===== src/rtl/video_timing_pattern_gen.sv =====
// Raster timing generator with a selectable test pattern for the video DAC pins.
// All outputs are registered one cycle behind the hcnt/vcnt counters.
module video_timing_pattern_gen #(
  parameter int H_ACTIVE = 640,
  parameter int H_FP     = 16,
  parameter int H_SYNC   = 96,
  parameter int H_BP     = 48,
  parameter int V_ACTIVE = 480,
  parameter int V_FP     = 10,
  parameter int V_SYNC   = 2,
  parameter int V_BP     = 33,
  parameter int HS_POL   = 0,
  parameter int VS_POL   = 0
) (
  input  logic        clk,
  input  logic        reset,
  input  logic [1:0]  pattern_sel,
  input  logic [23:0] solid_rgb,
  output logic        vo_hsync,
  output logic        vo_vsync,
  output logic        vo_blank_,
  output logic [7:0]  vo_r,
  output logic [7:0]  vo_g,
  output logic [7:0]  vo_b,
  output logic [11:0] pix_x,
  output logic [11:0] pix_y,
  output logic        frame_start
);

  localparam logic [11:0] H_VIS    = 12'(H_ACTIVE);
  localparam logic [11:0] H_SS     = 12'(H_ACTIVE + H_FP);
  localparam logic [11:0] H_SE     = 12'(H_ACTIVE + H_FP + H_SYNC);
  localparam logic [11:0] H_LAST   = 12'(H_ACTIVE + H_FP + H_SYNC + H_BP - 1);
  localparam logic [11:0] V_VIS    = 12'(V_ACTIVE);
  localparam logic [11:0] V_SS     = 12'(V_ACTIVE + V_FP);
  localparam logic [11:0] V_SE     = 12'(V_ACTIVE + V_FP + V_SYNC);
  localparam logic [11:0] V_LAST   = 12'(V_ACTIVE + V_FP + V_SYNC + V_BP - 1);
  localparam logic [11:0] BAR_LAST = 12'(H_ACTIVE / 8 - 1);
  localparam logic        HS_ON    = 1'(HS_POL);
  localparam logic        VS_ON    = 1'(VS_POL);

  logic [11:0] hcnt, vcnt, bar_sub;
  logic [2:0]  bar_idx;
  logic [7:0]  frame_cnt;
  logic [1:0]  pat_q;

  logic        h_wrap, v_wrap, at_origin, active, in_hs, in_vs;
  logic [1:0]  pat_cur;
  logic [23:0] bar_rgb, pix_rgb;

  assign h_wrap    = (hcnt == H_LAST);
  assign v_wrap    = (vcnt == V_LAST);
  assign at_origin = (hcnt == 12'd0) && (vcnt == 12'd0);
  assign active    = (hcnt < H_VIS) && (vcnt < V_VIS);
  assign in_hs     = (hcnt >= H_SS) && (hcnt < H_SE);
  assign in_vs     = (vcnt >= V_SS) && (vcnt < V_SE);
  // The pattern captured at the frame origin applies to that very pixel.
  assign pat_cur   = at_origin ? pattern_sel : pat_q;

  always_comb begin
    bar_rgb = 24'h000000;
    case (bar_idx)
      3'd0: bar_rgb = 24'hFFFFFF;
      3'd1: bar_rgb = 24'hFFFF00;
      3'd2: bar_rgb = 24'h00FFFF;
      3'd3: bar_rgb = 24'h00FF00;
      3'd4: bar_rgb = 24'hFF00FF;
      3'd5: bar_rgb = 24'hFF0000;
      3'd6: bar_rgb = 24'h0000FF;
      default: bar_rgb = 24'h000000;
    endcase
  end

  always_comb begin
    pix_rgb = 24'h000000;
    case (pat_cur)
      2'd0: pix_rgb = bar_rgb;
      2'd1: pix_rgb = ((hcnt[4:0] == 5'd0) || (vcnt[4:0] == 5'd0)) ? 24'hFFFFFF : 24'h000000;
      2'd2: pix_rgb = {hcnt[7:0], vcnt[7:0], frame_cnt};
      default: pix_rgb = solid_rgb;
    endcase
  end

  // Bar sub-counter tracks hcnt so bar boundaries need no divider.
  always_ff @(posedge clk) begin
    if (reset) begin
      hcnt      <= 12'd0;
      vcnt      <= 12'd0;
      bar_sub   <= 12'd0;
      bar_idx   <= 3'd0;
      frame_cnt <= 8'd0;
      pat_q     <= 2'd0;
    end else begin
      if (h_wrap) begin
        hcnt    <= 12'd0;
        bar_sub <= 12'd0;
        bar_idx <= 3'd0;
        if (v_wrap) begin
          vcnt      <= 12'd0;
          frame_cnt <= frame_cnt + 8'd1;
        end else begin
          vcnt <= vcnt + 12'd1;
        end
      end else begin
        hcnt <= hcnt + 12'd1;
        if (bar_sub == BAR_LAST) begin
          bar_sub <= 12'd0;
          bar_idx <= bar_idx + 3'd1;
        end else begin
          bar_sub <= bar_sub + 12'd1;
        end
      end
      if (at_origin)
        pat_q <= pattern_sel;
    end
  end

  always_ff @(posedge clk) begin
    if (reset) begin
      vo_hsync    <= ~HS_ON;
      vo_vsync    <= ~VS_ON;
      vo_blank_   <= 1'b0;
      vo_r        <= 8'd0;
      vo_g        <= 8'd0;
      vo_b        <= 8'd0;
      pix_x       <= 12'd0;
      pix_y       <= 12'd0;
      frame_start <= 1'b0;
    end else begin
      vo_hsync           <= in_hs ? HS_ON : ~HS_ON;
      vo_vsync           <= in_vs ? VS_ON : ~VS_ON;
      vo_blank_          <= active;
      {vo_r, vo_g, vo_b} <= active ? pix_rgb : 24'h000000;
      pix_x              <= hcnt;
      pix_y              <= vcnt;
      frame_start        <= at_origin;
    end
  end

endmodule


===== config.mk =====
export PLATFORM = sky130hd
export DESIGN_NAME = video_timing_pattern_gen
export DESIGN_NICKNAME = d
export VERILOG_FILES = /design/src/rtl/video_timing_pattern_gen.sv
export SDC_FILE = /design/constraint.sdc
export NUM_CORES = 1
export LEC_CHECK = 0
export ABC_AREA = 1
export BUFFER_PORTS_ARGS = -buffer_cell sky130_fd_sc_hd__buf_4
export CORE_MARGIN = 1
export CORE_UTILIZATION = 60
export DETAILED_ROUTE_END_ITERATION = 6
export PLACE_DENSITY = 0.85
export SLEW_MARGIN = 20
export SYNTH_ARGS = -nofsm -noshare
export SYNTH_HDL_FRONTEND = slang
export SYNTH_SLANG_ARGS = --single-unit

===== constraint.sdc =====
create_clock -name clk -period 4.9 [get_ports clk]
set_input_delay 0.245 -clock clk [delete_from_list [all_inputs] [get_ports clk]]
set_output_delay 0.245 -clock clk [all_outputs]
set_load 0.005 [all_outputs]

# Word level (Yosys, flattened, before mapping)
# Cells that the tools add are included.
dict set report totals {
  word_cells 60
  ram_bits 0
  reg_bits 101
  mem_bits_ro 0
  n_memories 0
  latch_bits 0
  output_inout_bits 52
}
dict set report op_classes {
  bitwise 1
  addsub 5
  n_lt_le_gt_ge 6
  eq_ne 11
  n_mux 7
  shift 0
  n_div 0
  n_mul 0
  n_reduce_logical 15
}
# op n
set ops {}
lappend ops {{$pmux W24 S7} 1}
lappend ops {{$pmux W24 S3} 1}
lappend ops {{$add A12 B1 Y12 const B} 3}
lappend ops {{$eq A12 B10 Y1 const B} 2}
lappend ops {{$logic_not A12 Y1} 2}
lappend ops {{$lt A12 B10 Y1 const B} 2}
lappend ops {{$lt A12 B9 Y1 const B} 2}
lappend ops {{$mux W24} 1}
lappend ops {{$eq A12 B7 Y1 const B} 1}
lappend ops {{$ge A12 B10 Y1 const B} 1}
lappend ops {{$ge A12 B9 Y1 const B} 1}
lappend ops {{$mux W12} 1}
lappend ops {{$logic_not A5 Y1} 2}
lappend ops {{$eq A3 B3 Y1 const B} 3}
lappend ops {{$add A8 B1 Y8 const B} 1}
lappend ops {{$eq A3 B2 Y1 const B} 2}
lappend ops {{$logic_and A1 B1 Y1} 4}
lappend ops {{$reduce_or A2 Y1} 2}
lappend ops {{$add A3 B1 Y3 const B} 1}
lappend ops {{$eq A3 B1 Y1 const B} 1}
lappend ops {{$logic_not A3 Y1} 1}
lappend ops {{$reduce_or A3 Y1} 1}
lappend ops {{$eq A2 B1 Y1 const B} 1}
lappend ops {{$eq A2 B2 Y1 const B} 1}
lappend ops {{other kinds (6)} 7}

# Longest topological paths before layout
# Gate-level depths: netlist (run 1).
dict set report depth {
  depth_word 5
  ltp_mapped 13
}

# Worst setup path after synthesis (run 1)
# OpenSTA, ideal clock, no wires.
dict set report synth_timing {
  path_kind {register to register}
  start {register vcnt[0]}
  end {register vo_b[0]}
  n_path_buf 1
  slack_ns 3.226
  stages_incl_launch_ff 13
  arrival_time_ns 1.560
  path_cell_list {dfxtp_1 -> inv_1 -> ha_1 -> nand2_1 -> nor2_2 -> nand3_2 -> nand2_2 -> nand2_4 -> inv_4 -> nand2_4 -> buf_6 -> o21ai_1 -> nor2_1}
}
dict set report synth_between {
  elab_chain_cells 5
}
# item line
set synth_lines {}
lappend synth_lines {{start: declaration} 42} ;# logic [11:0] hcnt, vcnt, bar_sub;
lappend synth_lines {{start signal: assignment} 102} ;# vcnt <= vcnt + 12'd1;
lappend synth_lines {{branches (longest 5 deep; another with $lt A12 B9 Y1)} -}
lappend synth_lines {{end signal: assignment} 133} ;# {vo_r, vo_g, vo_b} <= active ? pix_rgb : 24'h000000;
lappend synth_lines {{end: declaration} 24} ;# output logic [7:0] vo_b,
# Several ways; the timed one is not identified.
# A chain may end at the register's enable or synchronous reset.

# Final worst setup path (run 1)
dict set report layout_timing {
  start {register vcnt[0]}
  end {register vo_g[1]}
}
dict set report layout_between {
  elab_chain_cells 5
}
# item line
set layout_lines {}
lappend layout_lines {{branches (longest 5 deep; another with $lt A12 B9 Y1)} -}
lappend layout_lines {{end signal: assignment} 133}
lappend layout_lines {{end: declaration} 23} ;# output logic [7:0] vo_g,
# Several ways; the timed one is not identified.

==> results of run 1 <==
cell usage in the layout, fill, tap and decap left out, types with 4 or more instances in the layout:
cell type	instances
nand2_1	78
nand4_1	10
nor2_1	122
xor2_1	8
nand2_2	7
buf_4	79
clkbuf_8	9
inv_1	55
nor2_4	4
o21ai_0	11
o21ai_1	25
nor3_1	16
ha_1	11
xnor2_1	4
nand3_1	19
a21oi_1	47
dfxtp_1	101
cells by family (layout without fill, tap and decap cells):
group | after synthesis | in the layout | synth area share
flip-flops | 101 | 101 | 0.460
buffers and inverters | 73 | 154 | 0.0731
AND/OR/NAND/NOR | 283 | 283 | 0.306
AO/OA/AOI/OAI | 90 | 90 | 0.106
XOR/XNOR | 12 | 12 | 0.0239
adder cells (fa/ha/maj) | 11 | 11 | 0.0313
worst max-delay path, delay by kind of cell (launching register included):
family	cells	cell delay, ns
flip-flops	1	0.35
buffers and inverters	1	0.15
adder cells (fa/ha/maj)	1	0.22
AND/OR/NAND/NOR	9	1.32
layout make-up:
class | instances | area [um^2]
clock inverter | 6 | 63.8
multi-input combinational | 396 | 2060
fill | 529 | 1730
clock buffer | 10 | 128
inverter | 59 | 224
timing repair buffer | 79 | 593
tap | 96 | 120
sequential | 101 | 2020
worst max-delay path by stage:
stage | endpoint | slack (ns) | cells after the start
5_1_grt | vo_b[1]$_SDFF_PP0_ | 2.53 | 11
2_1_floorplan | vo_b[0]$_SDFF_PP0_ | 3.23 | 12
3_5_place_dp | vo_b[3]$_SDFF_PP0_ | 2.79 | 11
4_1_cts | vo_b[3]$_SDFF_PP0_ | 2.78 | 11
6_report | vo_g[1]$_SDFF_PP0_ | 2.76 | 11
3_3_place_gp | vo_r[7]$_SDFF_PP0_ | 2.75 | 6
stage by stage:
step	setup slack [ns]	hold WS (ns)	power, W	cells	utilization
final	2.76	0.115	0.00169	747	0.750
after global routing	2.53	0.129	0.00178	747	0.750
after CTS	2.78	0.115	0.00170	747	0.750
after detailed placement	2.79	0.444	0.00120	731	0.723
after global placement	2.75	0.427	0.00119	731	0.722
after floorplan	3.23	0.378	0.00109	570	-
flip-flops by register name (all words and copies together) (netlist names), 2 cells and up:
signal,cells
bar_idx,3
bar_sub,12
frame_cnt,8
hcnt,12
pat_q,2
pix_x,12
pix_y,12
vcnt,12
vo_b,8
vo_g,8
vo_r,8
per-layer routing:
layer,vias to the layer above,share of wire,GRT usage
met5,-,0,0
met3,25,0.051,0.0405
met2,135,0.49,0.462
met4,0,0.028,0.125
li1,1989,-,-
met1,1820,0.43,0.355
power breakdown:
part | total, W | internal (W) | switching [W]
Clock | 0.000514 | 0.000235 | 0.000278
Sequential | 0.000888 | 0.000872 | 0.0000161
Combinational | 0.000292 | 0.000123 | 0.000169
Total | 0.00169 | 0.00123 | 0.000464
==> metrics.cfg, run 1 <==
[critical_path]
worstSetupPathType = reg2reg
r2r_slack_ns = 2.76
r2r_start = vcnt[0]$_SDFFE_PP0N_
slowest_stage = dfxtp_1
r2r_cells = 11
critPathLaunchType = register
cp.required_ns = 5.16
cp_cell_sequence = inv_1, ha_1, nand2_1, nor2_2, nand3_2, nand2_1, nand2_2, nand3_1, nand2_1, nor2_1, nor2_1
critPathCaptureType = register
regToRegEndpoint = vo_g[1]$_SDFF_PP0_
cpMostUsedCell = nand2_1
arrival_ns = 2.41
max_stage_delay_ns = 0.35
path_max_fanout = 22
startpoint = vcnt[0]$_SDFFE_PP0N_

[synthesis]
yosys.cell_count.top_type = nor2_1
synthTopCellsByCount = nor2_1, dfxtp_1, nand2_1
async_flop_share = 0
synth_warnings = 0
yosysTopAreaCellShare = 0.460
post_synth_inst_count = 570
synth_area_mm2 = 0.00440
yosysTopAreaCell = dfxtp_1
ys.flop_type = dfxtp_1
synth_area_leaders = dfxtp_1, nor2_1, nand2_1
synth_edf_count = 0
ys_types = 41
syn_avg_cell_area_um2 = 7.71
synth-seq-cells = 101
yosysSeqAreaShare = 0.460
syn_nets = 609

[timing]
fmax_mhz = 467
setup_violations = 0
clock_skew_ns = 0.0179
slew_violations = 0
final-hold-violation-count = 0
setup_tns_ns = 0
finalCriticalPeriod_ns = 2.14
min_period_over_period = 0.437
rsz0062_at_grt = no
maxSlewHeadroom = 0.475
tightest_slew_ns = 0.785

[clock_tree]
worst_skew_pair.late_latency_ns = 0.37
clockBufferDepth = 2
cts.repair.resized = 0
cts_buffers = 9
clkTransAtPathRegs_ns = 0.10
htree_num_levels = 3
cts_sinks = 101
hold_buffers = 0
cts_setup_buffers = 0
root_buffer = clkbuf_8
cts_tree = built

[drt]
drc = 0
routed_wl_um = 10000
first_pass_iters = 5
vias = 3969
viasPerCell = 5.31
drt_iter0_drc = 222
post_drt_wl_per_cell_um = 13.4
final_antenna_net_count = 0

[grt]
grt_pass1_vias = 3638
antenna_found_initial = 0
grt_pass1_wl_um = 16300
gr-total-overflow = 0
grt_use_total = 0.276
grt_max_degree = 41

[power_and_ir_drop]
p_leak_nw = 2.29
powerDensity_mw_per_mm2 = 325
vdd_drop_max_v = 0.000194

[placement]
hpwlAfterDp_um = 7410
gp_congestion = 0.888
postPlaceCellArea_mm2 = 0.00502
port_buffers = 79

[final_layout]
layout-drive-gt1-share = 0.195
syn_to_final_growth_pct = 18.5
nets = 685
final_cell_area_mm2 = 0.00521
diodes = 0

[die]
die_height_um = 87.6
initial_core_util = 0.633
ioPinCount = 80
core_mm2 = 0.00694
die_area_mm2 = 0.00767
row_count = 30
die_w_um = 87.6

[min_path]
hp-start = solid_rgb[7]
min_path_type = in2reg
hold_path_depth = 3
whs_endpoint = vo_b[7]$_SDFF_PP0_

[flow_run]
maxCapViolCount = 0

[outcome]
status = finished, final reports clean

(Power assumes the default switching activity.)
==> inputs of run 2 (changes only) <==
Settings changed: CORE_UTILIZATION 60 to 55, PLACE_DENSITY 0.85 to 0.79.
Clock period 4.9 ns to 2.1 ns, I/O delays scaled along.
==> run 2 against run 1 <==
Compared with the run above: utilization fell by 3.6 points; clock-buffer cell count rose by 1; critical path depth did not move; sequential share of layout area fell by 2.2 points; first-iteration DRC count fell by 13%; hold slack got worse by 0.094 ns; power rose by 140%; flip-flop and latch count did not move; worst setup slack got worse by 2.6 ns; global-route usage fell by 1.4 points.
==> metrics.cfg, run 2 (synthesis results as in run 1) <==
[outcome]
status = finished, final reports clean  ; unchanged

[placement]
postPlaceCellArea_mm2 = 0.00507  ; was 0.00502 mm^2
dp.cells = 744  ; was 731
dpl_worst_slack_ns = 0.0968  ; was 2.79 ns
gp_congestion = 0.853  ; was 0.888
hpwlAfterDp_um = 7390  ; was 7410 um
port_buffers = 79  ; unchanged

[die]
initial_core_util = 0.569  ; was 0.633
core_mm2 = 0.00773  ; was 0.00694 mm^2
row_count = 32  ; was 30
ioPinCount = 80  ; unchanged
die_area_mm2 = 0.00836  ; was 0.00767 mm^2
die_height_um = 91.4  ; was 87.6 um
die_w_um = 91.4  ; was 87.6 um

[critical_path]
cpMostUsedCell = nor2_1  ; was nand2_1
regToRegEndpoint = vo_g[2]$_SDFF_PP0_  ; was vo_g[1]$_SDFF_PP0_
path_max_fanout = 17  ; was 22
cp_top_family = simple AND/OR/NAND/NOR gates  ; unchanged
slowest_stage = dfxtp_1  ; unchanged
cp_cell_sequence = inv_2, ha_1, nand2_1, nor2_2, nand3_2, nand2_2, nand2_4, buf_4, a21oi_1, nor2_1, nor2_1  ; was inv_1, ha_1, nand2_1, nor2_2, nand3_2, nand2_1, nand2_2, nand3_1, nand2_1, nor2_1, nor2_1
cp.required_ns = 2.41  ; was 5.16 ns
worstSetupPathType = reg2reg  ; unchanged
r2r_cells = 11  ; unchanged
critPathBufInv = 2  ; was 1
critPathLaunchType = register  ; unchanged
r2r_start = vcnt[0]$_SDFFE_PP0N_  ; unchanged
critPathCaptureType = register  ; unchanged
max_stage_delay_ns = 0.35  ; about the same
arrival_ns = 2.25  ; was 2.41 ns
r2r_slack_ns = 0.15  ; was 2.76 ns

[power_and_ir_drop]
intPower_w = 0.00295  ; was 0.00123 W
p_leak_nw = 2.42  ; was 2.29 nW
p_clk_frac = 0.306  ; was 0.303
vdd_drop_max_v = 0.000388  ; was 0.000194 V
swShare = 0.275  ; was 0.274
powerDensity_mw_per_mm2 = 737  ; was 325 mW/mm^2
p_comb_frac = 0.184  ; was 0.173
p_switching_w = 0.00112  ; was 0.000464 W
p_seq_frac = 0.510  ; was 0.524

[drt]
first_pass_iters = 5  ; unchanged
drc = 0  ; unchanged
viasPerCell = 5.19  ; was 5.31
final_antenna_net_count = 0  ; unchanged
routed_wl_um = 10600  ; was 10000 um
vias = 4057  ; was 3969
drt_iter0_drc = 193  ; was 222
post_drt_wl_per_cell_um = 13.5  ; was 13.4 um

[clock_tree]
clkTransAtPathRegs_ns = 0.09  ; was 0.10 ns
htree_num_levels = 3  ; unchanged
worst_skew_pair.late_latency_ns = 0.37  ; about the same
cts_buffers = 9  ; unchanged
cts_setup_buffers = 0  ; unchanged
cts_tree = built  ; unchanged
root_buffer = clkbuf_8  ; unchanged
clockBufferDepth = 2  ; unchanged
cts_sinks = 101  ; unchanged

[final_layout]
final_cell_mix = nor2_1, dfxtp_1, buf_4  ; unchanged
syn_to_final_growth_pct = 25.5  ; was 18.5%
final_cell_area_mm2 = 0.00552  ; was 0.00521 mm^2
layout-drive-gt1-share = 0.201  ; was 0.195
nets = 714  ; was 685
layout_commonest_cell = nor2_1  ; unchanged
final_cells = 782  ; was 747
diodes = 0  ; unchanged

[timing]
finalCriticalPeriod_ns = 1.95  ; was 2.14 ns
tightest_slew_ns = 0.467  ; was 0.785 ns
clock_skew_ns = 0.00894  ; was 0.0179 ns
final-hold-violation-count = 0  ; unchanged
whs_ns = 0.0208  ; was 0.115 ns
min_period_over_period = 0.926  ; was 0.437
maxSlewHeadroom = 0.688  ; was 0.475
setup_violations = 0  ; unchanged
fmax_mhz = 514  ; was 467 MHz
worst_slack_ns = 0.154  ; was 2.76 ns
slew_violations = 0  ; unchanged
rsz0062_at_grt = yes  ; was no

[grt]
grt_use_total = 0.262  ; was 0.276
gr-total-overflow = 0  ; unchanged
grt_pass1_wl_um = 17200  ; was 16300 um
grt_pass1_vias = 3767  ; was 3638
antenna_found_initial = 0  ; unchanged
grt_max_degree = 41  ; unchanged

[min_path]
hp-start = solid_rgb[10]  ; was solid_rgb[7]
min_path_type = in2reg  ; unchanged
whs_endpoint = vo_g[2]$_SDFF_PP0_  ; was vo_b[7]$_SDFF_PP0_
hold_path_depth = 3  ; unchanged

[flow_run]
maxCapViolCount = 0  ; unchanged

## run 2: stage by stage
stage / total power [W] / util / TNS (ns)
final: 0.00407 / 0.714 / 0
after global routing: 0.00426 / 0.714 / -0.00137
after CTS: 0.00407 / 0.711 / 0
after detailed placement: 0.00281 / 0.656 / 0
after global placement: 0.00280 / 0.656 / 0
after floorplan: 0.00254 / - / 0
## run 2: layout make-up
type / instances / area [um^2]
fillers: 612 / 2210
multi-input cells: 396 / 2080
flip-flops and latches: 101 / 2020
repair buffers: 108 / 866
inverters: 59 / 224
clock buffers: 11 / 141
well taps: 102 / 128
clock inverters: 5 / 60.1
## run 2: repair_timing
action                                  4_1_cts  5_1_grt
gates resized for setup                       0        6
endpoints found under the setup margin        0       29
hold buffers                                 22        0
endpoints found under the hold margin        22        0
## run 2: how the worst max path moves through the flow
| stage | start | to | depth (start not counted) |
|---|---|---|---|
| global route | vcnt[0]$_SDFFE_PP0N_ | vo_b[3]$_SDFF_PP0_ | 11 |
| global placement | vcnt[0]$_SDFFE_PP0N_ | vo_r[5]$_SDFF_PP0_ | 11 |
| CTS | vcnt[0]$_SDFFE_PP0N_ | vo_b[7]$_SDFF_PP0_ | 11 |
| finish | vcnt[0]$_SDFFE_PP0N_ | vo_g[2]$_SDFF_PP0_ | 11 |
| detailed placement | vcnt[0]$_SDFFE_PP0N_ | vo_r[6]$_SDFF_PP0_ | 11 |
| floorplan | vcnt[0]$_SDFFE_PP0N_ | vo_b[0]$_SDFF_PP0_ | 12 |
## run 2: per-layer routing
layer  global-route usage  routed length (um)  part of all wire
met2                0.451                5200              0.49
met4                0.132                 306             0.029
met1                0.319                4610              0.44
met3               0.0343                 475             0.045
met5                    0                   0                 0
## run 2: power groups by stage
stage               clock, W  combinational, W  sequential (W)
floorplan                  0          0.000414         0.00213
global placement           0          0.000682         0.00212
detailed placement         0          0.000695         0.00212
CTS                  0.00126          0.000730         0.00207
global route         0.00135          0.000820         0.00209
finish               0.00124          0.000747         0.00208
## run 2: tightest hold or removal path, delay by kind of cell
| family | cells | cell delay [ns] |
|---|---|---|
| AND/OR/NAND/NOR | 1 | 0.11 |
| buffers and inverters | 1 | 0.08 |
| AO/OA/AOI/OAI | 1 | 0.06 |
